--- src/rtl/transpose_pkg.sv ---
// Shared defaults and state encoding for the matrix transpose front end.
package transpose_pkg;

  localparam int LD_WIDTH  = 32;
  localparam int LD_ADDR_W = 8;
  localparam int LD_DEPTH  = 2 ** LD_ADDR_W;

  typedef enum logic [1:0] {
    LD_IDLE  = 2'd0,
    LD_LOAD  = 2'd1,
    LD_START = 2'd2,
    LD_DRAIN = 2'd3
  } ld_state_e;

endpackage

--- src/rtl/matrix_stream_loader.sv ---
// Streams one row-major matrix frame into the transpose input memory,
// then pulses the transpose start and holds off input while it drains.
module matrix_stream_loader
  import transpose_pkg::*;
#(
  parameter int WIDTH        = LD_WIDTH,
  parameter int ADDR_W       = LD_ADDR_W,
  parameter int DRAIN_CYCLES = 300
) (
  input  logic              clk,
  input  logic              rst,
  input  logic              in_valid,
  output logic              in_ready,
  input  logic [WIDTH-1:0]  in_data,
  input  logic              in_last,
  input  logic              err_clr,
  output logic              Ai_p0_wr_en,
  output logic [ADDR_W-1:0] Ai_p0_addr_data,
  output logic [WIDTH-1:0]  Ai_p0_wr_data,
  output logic              t,
  output logic              busy,
  output logic              frame_err,
  output logic [1:0]        dbg_state
);

  localparam int              DEPTH    = 2 ** ADDR_W;
  localparam logic [ADDR_W-1:0] LAST_IDX = ADDR_W'(DEPTH - 1);
  localparam int              CNT_W    = (DRAIN_CYCLES > 1) ? $clog2(DRAIN_CYCLES) : 1;
  localparam logic [CNT_W-1:0] CNT_LAST = CNT_W'(DRAIN_CYCLES - 1);

  ld_state_e         state_q, state_d;
  logic [ADDR_W-1:0] idx_q, idx_d;
  logic [CNT_W-1:0]  drain_q, drain_d;
  logic              rdy_en_q, rdy_en_d;
  logic              wr_en_q, wr_en_d;
  logic [ADDR_W-1:0] wr_addr_q, wr_addr_d;
  logic [WIDTH-1:0]  wr_data_q, wr_data_d;
  logic              t_q, t_d;
  logic              err_q, err_d;
  logic              err_set;
  logic              hs;

  // Handshake: a word transfers on a rising edge where in_valid and in_ready
  // are both high; in_ready never depends on in_valid. rdy_en_q keeps in_ready
  // low until the first edge after reset release.
  assign in_ready = rdy_en_q && ((state_q == LD_IDLE) || (state_q == LD_LOAD));
  assign hs       = in_valid && in_ready;

  always_comb begin
    state_d   = state_q;
    idx_d     = idx_q;
    drain_d   = drain_q;
    rdy_en_d  = 1'b1;
    wr_en_d   = 1'b0;
    wr_addr_d = wr_addr_q;
    wr_data_d = wr_data_q;
    t_d       = (state_q == LD_START);
    err_set   = 1'b0;

    case (state_q)
      LD_IDLE, LD_LOAD: begin
        if (hs) begin
          wr_en_d   = 1'b1;
          wr_addr_d = idx_q;
          wr_data_d = in_data;
          if (idx_q == LAST_IDX) begin
            // A full frame always starts the transpose, even without in_last.
            err_set = !in_last;
            state_d = LD_START;
            idx_d   = '0;
          end else if (in_last) begin
            err_set = 1'b1;
            state_d = LD_IDLE;
            idx_d   = '0;
          end else begin
            state_d = LD_LOAD;
            idx_d   = idx_q + ADDR_W'(1);
          end
        end
      end
      LD_START: begin
        state_d = LD_DRAIN;
        drain_d = '0;
      end
      LD_DRAIN: begin
        if (drain_q == CNT_LAST) begin
          state_d = LD_IDLE;
          drain_d = '0;
        end else begin
          drain_d = drain_q + CNT_W'(1);
        end
      end
      default: state_d = LD_IDLE;
    endcase

    err_d = err_set ? 1'b1 : (err_clr ? 1'b0 : err_q);
  end

  always_ff @(posedge clk or negedge rst) begin
    if (!rst) begin
      state_q   <= LD_IDLE;
      idx_q     <= '0;
      drain_q   <= '0;
      rdy_en_q  <= 1'b0;
      wr_en_q   <= 1'b0;
      wr_addr_q <= '0;
      wr_data_q <= '0;
      t_q       <= 1'b0;
      err_q     <= 1'b0;
    end else begin
      state_q   <= state_d;
      idx_q     <= idx_d;
      drain_q   <= drain_d;
      rdy_en_q  <= rdy_en_d;
      wr_en_q   <= wr_en_d;
      wr_addr_q <= wr_addr_d;
      wr_data_q <= wr_data_d;
      t_q       <= t_d;
      err_q     <= err_d;
    end
  end

  assign Ai_p0_wr_en     = wr_en_q;
  assign Ai_p0_addr_data = wr_addr_q;
  assign Ai_p0_wr_data   = wr_data_q;
  assign t               = t_q;
  assign busy            = (state_q != LD_IDLE);
  assign frame_err       = err_q;
  assign dbg_state       = state_q;

endmodule

--- config.mk ---
export PLATFORM = sky130hd
export DESIGN_NAME = matrix_stream_loader
export DESIGN_NICKNAME = d
export VERILOG_FILES = /design/src/rtl/transpose_pkg.sv /design/src/rtl/matrix_stream_loader.sv
export SDC_FILE = /design/constraint.sdc
export NUM_CORES = 1
export LEC_CHECK = 0
export CAP_MARGIN = 20
export CORE_UTILIZATION = 50
export CTS_CLUSTER_SIZE = 24
export DETAILED_ROUTE_END_ITERATION = 7
export HOLD_SLACK_MARGIN = 0.08
export PLACE_DENSITY_LB_ADDON = 0.3
export SLEW_MARGIN = 20
export SYNTH_ARGS = -nofsm -noshare
export SYNTH_HDL_FRONTEND = slang
export SYNTH_SLANG_ARGS = --single-unit
--- constraint.sdc ---
create_clock -name clk -period 3.4 [get_ports clk]
set_clock_uncertainty 0.05 [all_clocks]
set_input_delay 0.68 -clock clk [delete_from_list [all_inputs] [get_ports clk]]
set_output_delay 0.68 -clock clk [all_outputs]
set_load 0.02 [all_outputs]
# Word level (Yosys, flattened, before mapping)
# Cells that the tools add are included.
# W data, S select, Z words.
# classes
n_addsub,2
mux,17
eq_ne,7
n_reduce_logical,11
# op_table
op,n
$pmux W9 S2,1
$mux W8,2
$add A9 B1 Y9 const B,1
$eq A9 B9 Y1 const B,1
$mux W1,9
$mux W9,1
$add A8 B1 Y8 const B,1
$eq A8 B8 Y1 const B,1
$mux W2,3
$pmux W2 S3,1
$reduce_bool A2 Y1,3
$eq A2 B2 Y1 const B,2
$ne A2 B2 Y1 const B,2
$reduce_and A2 Y1,2
$eq A2 B1 Y1 const B,1
$logic_and A1 B1 Y1,2
$logic_not A2 Y1,1
$reduce_or A2 Y1,1
$logic_not A1 Y1,1
$logic_or A1 B1 Y1,1
# word_totals
reg_bits,63
word_cells,46
input_bits,37
out_inout_bits,47

# Longest topological paths before layout
# depth
depth_word,7
ltp_mapped,6
ltp_nobuf,6

# Worst setup path after synthesis
# No wires, ideal clock.
# synth_path
path_kind,register to output
start,"register state_q[1], in the netlist dbg_state[1]"
end,output in_ready
arrival_time_ps,941
path_slack_ps,1729
t_required_ps,2670
path_buffers,1
path_stages_with_launch,3
path_cell_list,dfrtp_1 -> buf_6 -> nor2b_1
# synth_between
elab_chain_cells,3
elab_cells_between_ends,4
cone_classes,1 x eq/ne; 3 x reduce/logical
# synth_rtl
element,line,text
from (decl),matrix_stream_loader.sv:31,"ld_state_e state_q, state_d;"
from (signal assigned),matrix_stream_loader.sv:111,state_q <= state_d;
$eq A2 B1 Y1 / $logic_not A2 Y1 (equally long branches),matrix_stream_loader.sv:46,assign in_ready = rdy_en_q && ((state_q == LD_IDLE) || (state_q == LD_LOAD));
$logic_or A1 B1 Y1 *,matrix_stream_loader.sv:46,
$logic_and A1 B1 Y1 *,matrix_stream_loader.sv:46,
to (decl),matrix_stream_loader.sv:13,"output logic in_ready,"
# Every way passes the cells marked *; elsewhere a longest branch is shown, timed or not.

# Final worst setup path
# layout_path
start,"register state_q[1], in the netlist dbg_state[1]"
end,output busy
# layout_between
elab_chain_cells,1
# layout_rtl
element,line,text
$reduce_bool A2 Y1,matrix_stream_loader.sv:127,assign busy = (state_q != LD_IDLE);
to (decl),matrix_stream_loader.sv:21,"output logic busy,"
# Every way passes these cells.

==> impl_metrics.tcl <==
set metrics [dict create \
    status "finished, final reports clean" \
    die_h_um 75.3 \
    h-tree-depth 3 \
    synthTopCellsByCount "nand2_1 (134), dfrtp_1 (63), nand3_1 (11)" \
    crit_fanout 13 \
    synth_fp_nets 331 \
    totalWireLength_um 6000 \
    cpLargestDelayFamily "buffers and inverters" \
    post_cts_resized 0 \
    fin_util_pct 73.1 \
    cts_num_sinks 63 \
    ys.flop_type "dfrtp_1" \
    gr-usage-met1_pct 29.3 \
    power.density_mw_per_mm2 380 \
    pin_count 84 \
    fillers 389 \
    crit_path_start_kind "flop" \
    via_per_inst 5.11 \
    tightest_slew_ns 0.668 \
    portBuffers 83 \
    clk_path_buf_depth 2 \
    drv_slew 0 \
    clock_latency_ns 0.33 \
    cap_violations 0 \
    synth.area.top_cells "dfrtp_1 (59%), nand2_1 (19%), nand3_1 (2.0%)" \
    slowest_stage "clkdlybuf4s50_1" \
    diodes 0 \
    grt_max_degree 56 \
    drt_pass1_iterations 4 \
    grt_pass1_vias 2239 \
    path_clk_slew_ns 0.07 \
    ant_nets 0 \
    arrival_ns 1.68 \
    synth_most_common_cell "nand2_1" \
    wl_per_cell_um 13.3 \
    setup-tns-final_ns 0 \
    grt_pass1_wl_um 9920 \
    leakagePower_nw 1.89 \
    synth-edff-count 0 \
    cts_inserted_buffers 9 \
    async_reset_ff_share_pct 100 \
    worstSetupPathType "flop to output pin" \
    register_area_mm2 0.00158 \
    core_area_mm2 0.00514 \
    drt-initial-drc-count 144 \
    r2r_slack_ns 1.31 \
    crit_path_max_incr_delay_ns 0.59 \
    drc_errors 0 \
    ys_types 40 \
    crit_buf_inv 2 \
    rsz0062_at_grt "no" \
    setup_viol 0 \
    use_met2_pct 39.5 \
    postCtsSetupRepairBufs 0 \
    synth_top_area_share_pct 58.7 \
    multi_input_area_mm2 0.00101 \
    start_util_pct 52.3 \
    cts_hold_buffers 0 \
    num_rows 26 \
    finalHoldViolations 0 \
    gr-usage-all-layers_pct 23.5 \
    slew_headroom_pct 55.2 \
    cp-end-kind "output pin" \
    cts-root-buf "clkbuf_8" \
    fin_crit_sh_pct 70.7 \
    die_area_mm2 0.00567 \
    place.gp.congestion 0.803 \
    syn_area_mm2 0.00269 \
    crit_required_ns 2.67 \
    peakVddDrop_mv 0.229 \
    synth-seq-area-share_pct 58.7 \
    final_nets 416 \
    syn_inst 291 \
    overflow 0 \
    yosysTopAreaCell "dfrtp_1" \
    synth_seq_cells 63 \
    yosysWarnings 0 \
    period_needed_ns 2.41 \
    die_x_um 75.3 \
    antenna_found_initial 0 \
    drive_gt1_share_pct 7.61 \
    post-dp-hpwl_um 3950 \
    crit_chain "nor2_1 > inv_1 > clkdlybuf4s50_1" \
    dr_total_vias 2303 \
    grt_use_met3_pct 7.67 \
    synth_area_per_cell_um2 9.23 \
    tritoncts "done" \
    grt.busiest_layer "met2" \
    area_growth_pct 39.8 \
    max_freq_ghz 0.416 \
    hp-class "primary input to asynchronous set/reset pin" \
    fin_hold_ws_ns 0.281 \
]
==> layer usage <==
layer	vias up	wire length, um	share of wire [%]
met5	-	0	0
met3	8	398	6.6
met4	0	59	0.98
met2	62	2960	49
li1	1120	-	-
met1	1113	2580	43
==> cell usage in the layout, fill, tap and decap left out, types with 2 or more instances in the layout <==
cell and count:
clkdlybuf4s50_1 82, nand3_1 11, and3_1 5, a31oi_1 4, a41oi_1 2, a21oi_1 6, nor2b_1 2, mux2i_1 2
buf_4 5, dfrtp_1 63, ha_1 3, nor3_1 3, inv_1 7, nand2b_1 2, clkinv_2 3, o21ai_0 10
nand2_1 134, nor2_1 4, clkbuf_8 13
==> final timing paths <==
kind,startpoint,endpoint,cells after the start
max,dbg_state[1]$_DFFE_PN0P_,busy,3
min,rst,drain_q[2]$_DFFE_PN0P_,1
max reg2reg,dbg_state[1]$_DFFE_PN0P_,Ai_p0_wr_data[2]$_DFFE_PN0P_,5
min reg2reg,Ai_p0_wr_data[0]$_DFFE_PN0P_,Ai_p0_wr_data[0]$_DFFE_PN0P_,2
max in group asynchronous,rst,idx_q[2]$_DFFE_PN0P_,2
min in group clk,Ai_p0_wr_data[0]$_DFFE_PN0P_,Ai_p0_wr_data[0]$_DFFE_PN0P_,2
==> power by group <==
group	switching, mW	internal [mW]	leakage, nW
Sequential	0.000221	0.750	0.848
Combinational	0.0229	0.0389	0.937
Clock	0.274	0.341	0.105
Total	0.297	1.13	1.89
==> area by class of cell <==
class	count	area share, %
clock inverter	3	0.400
tap	70	2.33
inverter	8	0.799
clock buffer	13	4.76
timing repair buffer	87	22.9
sequential	63	42.0
multi-input combinational	207	26.9
==> stage by stage <==
stage	cell area (um^2)	setup slack, ns	std cells	power [mW]
final	3760	0.995	451	1.43
after global routing	3760	0.924	451	1.47
after CTS	3750	0.990	451	1.44
after detailed placement	3560	0.863	435	0.827
after global placement	3560	0.914	435	0.826
after floorplan	2690	1.73	291	0.767
==> cell families after synthesis <==
kind of cell	Yosys count	share of synthesized area [%]
buffers and inverters	21	3.73
AND/OR/NAND/NOR	167	26.4
flip-flops	63	58.7
adder cells (fa/ha/maj)	3	1.40
other	1	0.140
AO/OA/AOI/OAI	34	8.94
multiplexers	2	0.745
==> state kept, by name, summed over array words and instances (netlist names) <==
| register | flops |
|---|---|
| Ai_p0_addr_data | 8 |
| dbg_state | 2 |
| drain_q | 9 |
| frame_err | 1 |
| rdy_en_q | 1 |
| t | 1 |
| Ai_p0_wr_en | 1 |
| idx_q | 8 |
| Ai_p0_wr_data | 32 |
Power figures use the tool's default switching activity.
